[src/rtl/aes_enc_ctrl.sv]
// AES-128 encryption round sequencer: runs the initial key-add round and rounds 1..NR,
// stalling on round-key availability, then holds the ciphertext until it is consumed.
module aes_enc_ctrl #(
    parameter int NR        = 10,
    parameter int ROUND_LAT = 3
) (
    input  logic       clk,
    input  logic       nrst,
    input  logic       start_valid_i,
    output logic       start_ready_o,
    input  logic       rnd_key_valid_i,
    output logic [3:0] rnd_idx_o,
    output logic       en_o,
    output logic       full_enc_o,
    output logic       zero_rnd_o,
    output logic       final_rnd_o,
    output logic       cipher_valid_o,
    input  logic       cipher_ready_i,
    output logic       busy_o
);
    localparam int CW = (ROUND_LAT > 1) ? $clog2(ROUND_LAT) : 1;
    localparam logic [CW-1:0] CYC_LAST = CW'(ROUND_LAT - 1);
    localparam logic [3:0]    RND_LAST = 4'(NR);

    typedef enum logic [1:0] {IDLE, ROUND0, ROUND, DONE} state_e;

    state_e        state_q, state_d;
    logic [3:0]    rnd_q, rnd_d;
    logic [CW-1:0] cyc_q, cyc_d;
    logic          adv;

    always_ff @(posedge clk) begin
        if (!nrst) begin
            state_q <= IDLE;
            rnd_q   <= '0;
            cyc_q   <= '0;
        end else begin
            state_q <= state_d;
            rnd_q   <= rnd_d;
            cyc_q   <= cyc_d;
        end
    end

    always_comb begin
        state_d        = state_q;
        rnd_d          = rnd_q;
        cyc_d          = cyc_q;
        adv            = 1'b0;
        start_ready_o  = 1'b0;
        busy_o         = 1'b0;
        en_o           = 1'b0;
        full_enc_o     = 1'b0;
        zero_rnd_o     = 1'b0;
        final_rnd_o    = 1'b0;
        cipher_valid_o = 1'b0;
        rnd_idx_o      = 4'd0;
        case (state_q)
            IDLE: begin
                start_ready_o = 1'b1;
                if (start_valid_i) begin
                    state_d = ROUND0;
                    rnd_d   = 4'd0;
                    cyc_d   = '0;
                end
            end
            ROUND0: begin
                busy_o     = 1'b1;
                en_o       = 1'b1;
                full_enc_o = 1'b1;
                zero_rnd_o = 1'b1;
                state_d    = ROUND;
                rnd_d      = 4'd1;
                cyc_d      = '0;
            end
            ROUND: begin
                busy_o      = 1'b1;
                rnd_idx_o   = rnd_q;
                final_rnd_o = (rnd_q == RND_LAST);
                // The key is only needed to launch a round; later cycles run regardless.
                adv         = (cyc_q != '0) || rnd_key_valid_i;
                en_o        = adv;
                if (adv) begin
                    if (cyc_q == CYC_LAST) begin
                        cyc_d = '0;
                        if (rnd_q == RND_LAST) begin
                            state_d = DONE;
                            rnd_d   = 4'd0;
                        end else begin
                            rnd_d = rnd_q + 4'd1;
                        end
                    end else begin
                        cyc_d = cyc_q + 1'b1;
                    end
                end
            end
            DONE: begin
                busy_o         = 1'b1;
                cipher_valid_o = 1'b1;
                if (cipher_ready_i) state_d = IDLE;
            end
            default: state_d = IDLE;
        endcase
    end
endmodule
[config.mk]
export PLATFORM = sky130hd
export DESIGN_NAME = aes_enc_ctrl
export DESIGN_NICKNAME = d
export VERILOG_FILES = /design/src/rtl/aes_enc_ctrl.sv
export SDC_FILE = /design/constraint.sdc
export NUM_CORES = 1
export LEC_CHECK = 0
export BUFFER_PORTS_ARGS = -buffer_cell sky130_fd_sc_hd__buf_2
export CORE_AREA = 2 2 39 41
export DETAILED_ROUTE_END_ITERATION = 8
export DIE_AREA = 0 0 41 43
export PLACE_DENSITY = 0.75
export SETUP_SLACK_MARGIN = 0.5
export SKIP_LAST_GASP = 1
export SLEW_MARGIN = 20
export SYNTH_ARGS = -nofsm -noshare
export SYNTH_HDL_FRONTEND = slang
export SYNTH_SLANG_ARGS = --single-unit
[constraint.sdc]
create_clock -name clk -period 2.4 [get_ports clk]
set_clock_uncertainty 0.1 [all_clocks]
set_input_delay 0.48 -clock clk [delete_from_list [all_inputs] [get_ports clk]]
set_output_delay 0.48 -clock clk [all_outputs]
set_load 0.01 [all_outputs]
==> metrics.md <==
| Metric | Value |
|---|---|
| Outcome | completed |
| CP max FO | 4 |
| CTS Buffer Depth | 2 |
| Post-synthesis async set-or-reset flop share | 0 |
| Worst Setup Slack, final | 535 ps |
| Antenna viol nets, final | 0 |
| Min-Delay Path Class | flip-flop to flip-flop |
| Count leader, synth | ha_1 |
| Crit path launch type | flip-flop |
| Final Hold Fails | 0 |
| Pre-antenna DRT Iters | 4 |
| CTS sink cnt | 8 |
| First-pass GRT wire length | 2340 microns |
| Slowest stage delay, CP | 360 ps |
| Top FF cell, synth | dfxtp_1 |
| Clk slew on worst S/H paths | 60 ps |
| Max Cap Viol | 0 |
| TNS Setup | 0 ps |
| Final instance area | 826 sq um |
| Gate power share | 0.629 |
| LEAKAGE | 0.370 nW |
| Largest cells by area after synthesis | dfxtp_1, ha_1, inv_1 |
| DIE AREA | 1760 sq um |
| Final worst-path cycle share | 0.777 |
| Final core occ | 0.597 |
| Gp weighted congestion | 0.776 |
| Synth Register Bits | 8 |
| GRT overflow | 0 |
| Placed cell area | 718 sq um |
| Post-Place Cells | 104 |
| Initial Util | 0.454 |
| Post-Syn Area | 628 sq um |
| Post-synth EDFFs | 0 |
| Clock share of power | 0.137 |
| Syn nets | 88 |
| Root buffer cell | clkbuf_4 |
| Num CTS Buffers | 3 |
| Syn Area/Cell | 8.49 sq um |
| Area fraction of the dominant cell type after synthesis | 0.255 |
| Final Max Tran Viols | 0 |
| Tot GR Track Use | 0.195 |
| Largest net degree at the start of global routing | 9 |
| Final std cells w/o fill | 112 |
| Post-DR vias/cell | 5.61 |
| CP Capture Type | output pin |
| Worst Max-Slew Pin Slew | 299 ps |
| Ys Warns | 0 |
| Worst path arrival time | 1280 ps |
| Clock period minus worst slack | 1860 ps |
| Sequential power share | 0.234 |
| Tot Pwr | 0.809 mW |
| Share of the yosys chip area belonging to registers | 0.255 |
| Critical path required time | 1820 ps |
| Peak supply drop | 0.444 mV |
| CTS tree | built |
| Starting DRC count in detailed routing | 15 |
| Wirelength, routed | 1570 microns |
| Power Density | 979 nW/um^2 |
| Hold buffer count at CTS | 0 |
| Site Rows | 14 |
| Slew HR | 0.800 |
| CP Class | flip-flop to output pin |
| Core Box Area | 1380 sq um |
| Ant diodes | 0 |
| Synth area leader | dfxtp_1 |
| Chip Height | 43 microns |
| # setup viols final | 0 |
| Via count | 628 |
| Average wire per standard cell | 14.1 microns |
| Share of cells above drive strength 1 | 0.438 |
| Psw | 0.348 mW |
| Nets | 112 |
| Initial antenna violation count | 0 |
| Slowest CP cell | dfxtp_4 |
| Unrepaired setup endpoints after global routing | false |
| Die Wd | 41 microns |
| Port Buffers | 15 |
| Place WS | 382 ps |
| Clk_lat worst skew | 270 ps |
| Dpl hpwl | 1060 microns |
| Area growth, synth to finish | 31.5% |
| H-tree depth | 1 |
| Hold_ws | 394 ps |
| Synth cell types | 30 |
| F_max | 0.536 GHz |
| Vias in the first global route | 550 |
| Cell-internal power | 0.461 mW |
| Post-synthesis cell count | 74 |
| Drt drc | 0 |
| Post-synth top cells | ha_1, dfxtp_1, inv_1, nand2_1, nor2_1 |
| Ports | 16 |
| Critical Path, Cell by Cell | buf_4 > ha_2 > o21a_1 > buf_2 |
| Switching Fraction | 0.431 |
## final timing paths
| kind | start | to | slack, ps | cells past startpoint |
|---|---|---|---|---|
| max | state_q[0]$_SDFFE_PN0P_ | en_o | 540 | 4 |
| min | rnd_q[3]$_SDFFE_PN0P_ | rnd_q[3]$_SDFFE_PN0P_ | 390 | 2 |
| max reg2reg | state_q[0]$_SDFFE_PN0P_ | rnd_q[3]$_SDFFE_PN0P_ | 570 | 7 |
| min reg2reg | rnd_q[3]$_SDFFE_PN0P_ | rnd_q[3]$_SDFFE_PN0P_ | 390 | 2 |
## area by class of cell
class,instances,area (sq um)
inverter,8,35.0
fill,123,558
tap,16,20.0
clock buffer,3,22.5
timing repair buffer,20,113
sequential,8,170
multi-input combinational,57,465
## cell usage in the layout, fill, tap and decap left out, types with 3 or more instances in the layout
cell type	netlist	layout
dfxtp_1	8	4
nand3_1	3	3
buf_2	0	15
clkbuf_4	0	3
nor2_1	6	4
buf_4	1	5
and2_1	3	3
inv_1	8	4
a21oi_1	4	4
inv_2	0	3
ha_1	9	6
nand2_1	8	8
## cells by family after synthesis
logic type                 after synthesis  synth area share
AOI/OAI and AO/OA                       13             0.193
adders and majority gates                9             0.179
buffers and inverters                    9            0.0598
DFF                                      8             0.255
muxes                                    1            0.0159
and+or+nand+nor                         34             0.297
## power by group through the flow
stage / clock, mW / combinational (mW) / sequential, mW
floorplan: 0 / 0.295 / 0.172
global placement: 0 / 0.374 / 0.176
detailed placement: 0 / 0.377 / 0.178
CTS: 0.109 / 0.406 / 0.189
global route: 0.114 / 0.547 / 0.194
finish: 0.111 / 0.509 / 0.189
## routing by layer
| metal | share of wire | vias to the layer above | wire, microns | global-route usage |
|---|---|---|---|---|
| li1 | - | 305 | - | - |
| met1 | 0.42 | 304 | 656 | 0.231 |
| met2 | 0.54 | 17 | 851 | 0.325 |
| met3 | 0.030 | 2 | 47 | 0.0157 |
| met4 | 0.011 | 0 | 18 | 0.100 |
| met5 | 0 | - | 0 | 0 |
## sequential cells by signal, summed over array words and instances, names as in the netlist
register / flops
rnd_q: 4
cyc_q: 2
state_q: 2
## worst max-delay path, delay by kind of cell, from the launching register on
kind                       cells  cell delay (ps)
adders and majority gates      1              200
DFF                            1              360
AOI/OAI and AO/OA              1              180
buffers and inverters          2              270
## timing repair
action / in CTS / in global routing
buffers inserted: 1 / 4
resized for setup: 9 / 9
pin swaps: 0 / 3
endpoints found under the setup margin: 10 / 7
Power figures use the tool's default switching activity.
